`src/rtl/itof_pipe.sv`:
```
// Three-stage integer to IEEE-754 single-precision converter with valid/ready backpressure.
// Define ITOF_RNE_EN for round-to-nearest-even; otherwise the result truncates toward zero.
module itof_pipe #(
  parameter int IW = 32
) (
  input  logic          clk,
  input  logic          rstn,
  input  logic          in_valid,
  output logic          in_ready,
  input  logic [IW-1:0] x,
  input  logic          is_unsigned,
  output logic          out_valid,
  input  logic          out_ready,
  output logic [31:0]   y,
  output logic          inexact
);

  localparam int PW = 7;

  logic          adv;
  logic          v1, v2;
  logic          s1_sign, s1_zero;
  logic [IW-1:0] s1_mag;
  logic          s2_sign, s2_zero;
  logic [IW-2:0] s2_norm;
  logic [7:0]    s2_exp;

  // Leading-one search and normalisation shift for S2
  logic [PW-1:0] lead_pos;
  logic [PW-1:0] shamt;
  logic [IW-2:0] norm_lo;

  // S3 rounding and packing
  logic [IW+22:0] wide;
  logic [22:0]    frac;
  logic           guard, sticky;
  logic [22:0]    frac_r;
  logic [7:0]     exp_r;
  logic [31:0]    y_next;
  logic           inexact_next;

  assign adv      = ~out_valid | out_ready;
  assign in_ready = adv;

  always_comb begin
    lead_pos = '0;
    for (int i = 0; i < IW; i++) begin
      if (s1_mag[i]) lead_pos = PW'(i);
    end
    shamt   = PW'(IW - 1) - lead_pos;
    norm_lo = s1_mag[IW-2:0] << shamt;
  end

  always_comb begin
    // Bits below the leading one, padded so narrow IW still yields a 23-bit fraction
    wide   = {s2_norm, 24'b0};
    frac   = wide[IW+22:IW];
    guard  = wide[IW-1];
    sticky = |wide[IW-2:0];
`ifdef ITOF_RNE_EN
    begin
      logic        inc;
      logic [23:0] sum;
      inc    = guard & (sticky | frac[0]);
      sum    = {1'b0, frac} + 24'(inc);
      frac_r = sum[22:0];
      exp_r  = s2_exp + 8'(sum[23]);
    end
`else
    frac_r = frac;
    exp_r  = s2_exp;
`endif
    if (s2_zero) begin
      y_next       = 32'h0000_0000;
      inexact_next = 1'b0;
    end else begin
      y_next       = {s2_sign, exp_r, frac_r};
      inexact_next = guard | sticky;
    end
  end

  always_ff @(posedge clk or negedge rstn) begin
    if (!rstn) begin
      v1        <= 1'b0;
      v2        <= 1'b0;
      out_valid <= 1'b0;
      y         <= 32'h0000_0000;
      inexact   <= 1'b0;
    end else if (adv) begin
      v1        <= in_valid;
      v2        <= v1;
      out_valid <= v2;
      if (v2) begin
        y       <= y_next;
        inexact <= inexact_next;
      end
    end
  end

  // Datapath registers carry no reset; the valid bits qualify them
  always_ff @(posedge clk) begin
    if (adv && in_valid) begin
      s1_sign <= x[IW-1] & ~is_unsigned;
      s1_mag  <= (x[IW-1] & ~is_unsigned) ? (~x + IW'(1)) : x;
      s1_zero <= (x == '0);
    end
    if (adv && v1) begin
      s2_sign <= s1_sign;
      s2_zero <= s1_zero;
      s2_norm <= norm_lo;
      s2_exp  <= 8'd127 + 8'(lead_pos);
    end
  end

endmodule

```
`config.mk`:
```
export PLATFORM = sky130hd
export DESIGN_NAME = itof_pipe
export DESIGN_NICKNAME = d
export VERILOG_FILES = /design/src/rtl/itof_pipe.sv
export SDC_FILE = /design/constraint.sdc
export NUM_CORES = 1
export LEC_CHECK = 0
export ABC_AREA = 1
export CELL_PAD_IN_SITES_DETAIL_PLACEMENT = 2
export CELL_PAD_IN_SITES_GLOBAL_PLACEMENT = 2
export CORE_MARGIN = 2
export CORE_UTILIZATION = 36
export CTS_CLUSTER_SIZE = 24
export DETAILED_ROUTE_END_ITERATION = 7
export PLACE_DENSITY_LB_ADDON = 0.1
export SLEW_MARGIN = 20
export SYNTH_ARGS = -nofsm -noshare
export SYNTH_HDL_FRONTEND = slang
export SYNTH_SLANG_ARGS = --single-unit
export TNS_END_PERCENT = 100
```
`constraint.sdc`:
```
create_clock -name clk -period 4.6 [get_ports clk]
set_input_delay 0.69 -clock clk [delete_from_list [all_inputs] [get_ports clk]]
set_output_delay 0.69 -clock clk [all_outputs]
set_load 0.01 [all_outputs]
```
== Yosys cells after proc, flatten, opt, wreduce, memory -nomap -nowiden ==
Index checks and enable logic that the tools add are counted.
Cells by class
  shift operators: 1
  $add $sub $neg: 3
  mux-type cells: 34
  reduce and logical (&&, ||, !) cells: 5
  bitwise gates (word level): 6
Operator list (count)
  7-bit 2-to-1 mux: 29
  32-bit 2-to-1 mux: 2
  32-bit by 1-bit adder with 32-bit output (second input constant): 1
  32-bit zero test: 1
  32-bit NOT: 1
  31-bit by 7-bit left shift with 31-bit output: 1
  7-bit by 7-bit adder with 8-bit output (first input constant): 1
  7-bit OR reduction: 1
  5-bit by 7-bit subtractor with 7-bit output (first input constant): 1
  1-bit logical AND: 2
  1-bit 2-to-1 mux: 2
  2-bit 2-to-1 mux: 1
  1-bit NOT: 2
  1-bit OR: 2
  2-bit AND reduction: 1
  1-bit bitwise AND: 1
Storage, ports and cells
  logic and storage cells: 61
  register bits after elaboration: 111
  input bits: 37

== Depth between registers and ports, before layout ==
  depth after elaboration: 33
  gate-level depth with buffers: 40
  mapped depth without buffers: 39

== Worst setup path before layout ==
Ideal clock, no wire load.
  path type: in2reg
  start point: in out_ready
  end point: reg s2_exp[0], in the netlist exp_r[0], enable pin
  setup time: 0.440 ns
  buffers on the path: 0
  cell stages on the path: 2
  required time: 4.160 ns
  data arrival time: 2.542 ns
  setup slack: 1.618 ns
  path through: nor2_1 > nor2_1
Between the ends
  cells in the longest elaborated chain, start to end: 2
Ends and longest elaborated chain
  start: declaration: line 13  | input logic out_ready,
  1-bit OR: line 42  | assign adv = ~out_valid | out_ready;
  1-bit logical AND: line 107  | if (adv && v1) begin
  end signal: assignment: line 111  | s2_exp <= 8'd127 + 8'(lead_pos);
  end: declaration: line 26  | logic [7:0] s2_exp;
No other way between the ends.
A chain may end at the register's enable or synchronous reset.

== Worst setup path in the final report ==
  start point: reg s1_mag[2]
  end point: reg s2_norm[26], data pin
Between the ends
  cells in the longest elaborated chain, start to end: 32
Ends and longest elaborated chain
  start: declaration: line 23  | logic [IW-1:0] s1_mag;
  start signal: assignment: line 104  | s1_mag <= (x[IW-1] & ~is_unsigned) ? (~x + IW'(1)) : x;
  2-bit 2-to-1 mux: line 48  | if (s1_mag[i]) lead_pos = PW'(i);
  7-bit 2-to-1 mux (29 in a row): line 48
  5-bit by 7-bit subtractor with 7-bit output: line 50  | shamt = PW'(IW - 1) - lead_pos;
  31-bit by 7-bit left shift with 31-bit output (*): line 51  | norm_lo = s1_mag[IW-2:0] << shamt;
  via norm_lo[26]: line 31  | logic [IW-2:0] norm_lo;
  end signal: assignment: line 110  | s2_norm <= norm_lo;
  end: declaration: line 25  | logic [IW-2:0] s2_norm;
Mark *: on every way through the listed nets, which the timed path passes. The rest lies on a longest branch.

==> metrics.txt <==
WS Path Type=flop to flop; CP Data Arrival Time=~4 ns; worst min-delay path class=input port to asynchronous set/reset pin; final setup TNS=0 ns; normalized max-slew margin=0.262; Final Wtd Congestion=between 0.9 and 1; Die Y=roughly 140 µm; register clock-pin slew on the reported worst setup and hold paths=roughly 0.080 ns; Via Count=~6100; Clock Root Buffer=clkbuf_16; Via density=~5.4; starting density of the core=0.368; P_sw=approximately 1300 µW; Nets=approximately 940; Worst Setup SP=s1_mag[2]$_DFFE_PP_; top-area cell type share of the netlist area=0.338; I/O Pins=72; most used cell, CP=nand2_1; Sequential Power Share=0.414; Seq/Total Area, Yosys=0.473; failing checks=DRC; static leakage=between 0.003 and 0.004 µW; share of cells above drive strength 1=0.0432; PostCTS Resize Cnt=0; Comb pwr share=0.366; global-route congestion overflow total=0; post-synthesis xor/xnor area fraction=0.0421; Yosys top cell by area=edfxtp_1; Worst setup EP type=flop; Worst EP required=approximately 4.7 ns; setup bufs post-CTS=0; Final Instance Count excl. Fillers=~1100; cells after synthesis=approximately 850; Post-Route WL=approximately 22000 µm; ys flop type=edfxtp_1; vias in the first global route=between 6000 and 7000; H-tree depth=3; multiplexer area fraction after synthesis=0; crit-path max FO=41; adder-cell share of the synthesized area=0.00376; Die X-Extent=140 µm; Power per Cell Area=~470 nW/µm²; initial antenna violation count=0; post-route minimum period=3.91 ns; Slew Limit Fails=0; # port buffers=slightly above 70; dpl cells=roughly 1100; cts hold-fix bufs=0; final hold vios=0; Synth warnings=0; Num CTS Buffers=9; switch share=0.363; DRT Pass-1 Iters=8; Core Rows=~50; Post-DRT Antenna Nets=0; Achievable Freq=roughly 260 MHz; Synthesized Nets=891; Slew @ Worst Pin=between 1 and 1.5 ns; Layout Skew=around 0.0091 ns; 1st-iter DRT viols=approximately 330; CORE AREA=18100 µm²; Post-DP HPWL=16300 µm; Synth area leaders=edfxtp_1, nand3_1, dfrtp_1, nand2_1, inv_1; CTS Sinks=111; clk_lat worst skew=roughly 0.37 ns; unique cell type count in the Yosys netlist=37; crit start category=flop; Critical-path top delay cell=edfxtp_1; Worst Path Buf+Inv=1; Worst R2R End=s2_norm[26]$_DFFE_PP_; reg2reg path depth=36; first-pass GRT wire length=35500 µm; max incr delay on CP=0.47 ns; fraction of registers with async set/reset=0.324; antenna cell count=0; number of synthesized flops with an enable pin=75; largest family of logic cells by synthesized area=simple AND/OR/NAND/NOR gates; Synth Cell Area=6660 µm²; RSZ-0062 raised after global routing=no; gr usage total=0.229; DRC Markers=5; Worst VDD drop=approximately 0.18 mV; Synth Area in Simple Gates=0.353; Mean Syn Cell Area=approximately 7.8 µm²; Compound-Gate Fraction of Synth Area=0.0492; CTS tree=yes; Synth Register Bits=roughly 110; Crit path max-delay family=simple AND/OR/NAND/NOR gates; largest net degree at the start of global routing=43; die area=between 15000 and 20000 µm²; Crit path depth=36; Clock Path Buffers=2; R2R Path Start=s1_mag[2]$_DFFE_PP_; # Max-Cap Violations=0; R2R Setup Slk=0.69 ns; fin crit share=0.851; status=finished with violations; P&R area growth vs syn=17.6%; mean routed wirelength per cell=19.1 µm; Clk pwr share=0.219; Int Power=between 2000 and 2500 µW; final setup fails=0
-- state kept, by name, summed over array words and instances, names as in the netlist --
register	flops
inexact	1
s1_sign	1
exp_r	8
v2	1
s1_zero	1
out_valid	1
s1_mag	32
v1	1
s2_norm	31
s2_zero	1
s2_sign	1
y	32
-- kinds of logic (layout without fill, tap and decap cells) --
family,count (synthesis),count (layout)
AND/OR/NAND/NOR,518,518
XOR/XNOR,32,32
flip-flops,111,111
adder cells (fa/ha/maj),2,2
AO/OA/AOI/OAI,60,60
buffers and inverters,129,179
-- worst register-to-register path: cells and delay by family, from the launching register on --
family / cells / cell delay, ns
buf+inv: 1 / 0.10
flops: 1 / 0.47
simple gates: 35 / 3.12
-- layout by cell type (no fill, tap or decap), types with 2 or more instances in the layout --
cell,synthesis,routed
a21oi_1,6,6
and3_1,2,2
buf_4,0,8
clkbuf_1,30,2
clkbuf_16,0,9
clkdlybuf4s50_1,0,70
dfrtp_1,36,36
edfxtp_1,75,75
ha_1,2,2
inv_1,81,80
inv_2,2,3
nand2_1,197,197
nand2_4,2,2
nand3_1,232,232
nand3b_1,2,2
nand4_1,4,4
nor2_1,50,46
nor2_2,0,2
nor2_4,1,3
nor3_1,14,14
nor4_1,7,7
nor4_2,2,2
o21ai_0,43,42
o21ai_1,2,3
o31ai_1,3,3
xnor2_1,13,13
xor2_1,19,19
-- cells in the mapped netlist, types with 2 or more instances --
| cell type | number |
|---|---|
| edfxtp_1 | 75 |
| nand2_1 | 197 |
| nor4_2 | 2 |
| dfrtp_1 | 36 |
| nor2_1 | 50 |
| nand2_4 | 2 |
| clkbuf_1 | 30 |
| nand3b_1 | 2 |
| o31ai_1 | 3 |
| and3_1 | 2 |
| buf_1 | 7 |
| xnor2_1 | 13 |
| nand4_1 | 4 |
| buf_6 | 4 |
| o21ai_0 | 43 |
| nor4_1 | 7 |
| nor3_1 | 14 |
| buf_2 | 5 |
| inv_1 | 81 |
| inv_2 | 2 |
| nand3_1 | 232 |
| a21oi_1 | 6 |
| ha_1 | 2 |
| xor2_1 | 19 |
| o21ai_1 | 2 |
-- how the worst max path moves through the flow --
stage                             to
2_1_floorplan     exp_r[0]$_DFFE_PP_
3_3_place_gp    s1_mag[30]$_DFFE_PP_
3_5_place_dp    s1_mag[30]$_DFFE_PP_
4_1_cts        s2_norm[22]$_DFFE_PP_
5_1_grt        s2_norm[26]$_DFFE_PP_
6_report       s2_norm[26]$_DFFE_PP_
-- per-layer routing --
| layer | GRT usage | share of wire | vias up |
|---|---|---|---|
| li1 | - | - | 2960 |
| met1 | 0.289 | 0.44 | 3054 |
| met2 | 0.413 | 0.52 | 96 |
| met3 | 0.0195 | 0.022 | 20 |
| met4 | 0.0776 | 0.020 | 0 |
| met5 | 0 | 0 | - |
-- final cells by class --
type | count | area, µm²
Fill cell | 2071 | 10300
Sequential cell | 111 | 3150
Multi-Input combinational cell | 612 | 3010
Timing Repair Buffer | 80 | 786
Inverter | 83 | 312
Tap cell | 229 | 287
Clock buffer | 11 | 233
Clock inverter | 5 | 57.6
-- power groups by stage --
stage | clock (µW) | sequential (µW) | combinational [µW]
after global placement | 0 | 1530 | 1260
final | 805 | 1520 | 1340
after detailed placement | 0 | 1550 | 1340
after floorplan | 0 | 1570 | 684
after global routing | 853 | 1550 | 1500
after CTS | 821 | 1530 | 1350
-- stage by stage --
stage / hold slack (ns) / instance area [µm²] / utilization / setup WS (ns) / total power, µW
finish: 0.413 / 7830 / 0.433 / 0.687 / 3670
global placement: 0.405 / 7520 / 0.416 / 0.897 / 2790
CTS: 0.427 / 7810 / 0.432 / 0.722 / 3700
global route: 0.438 / 7830 / 0.433 / 0.226 / 3910
floorplan: 0.394 / 6660 / - / 1.62 / 2260
detailed placement: 0.408 / 7520 / 0.416 / 0.537 / 2890
No activity file was read; power rests on OpenSTA's default activity.
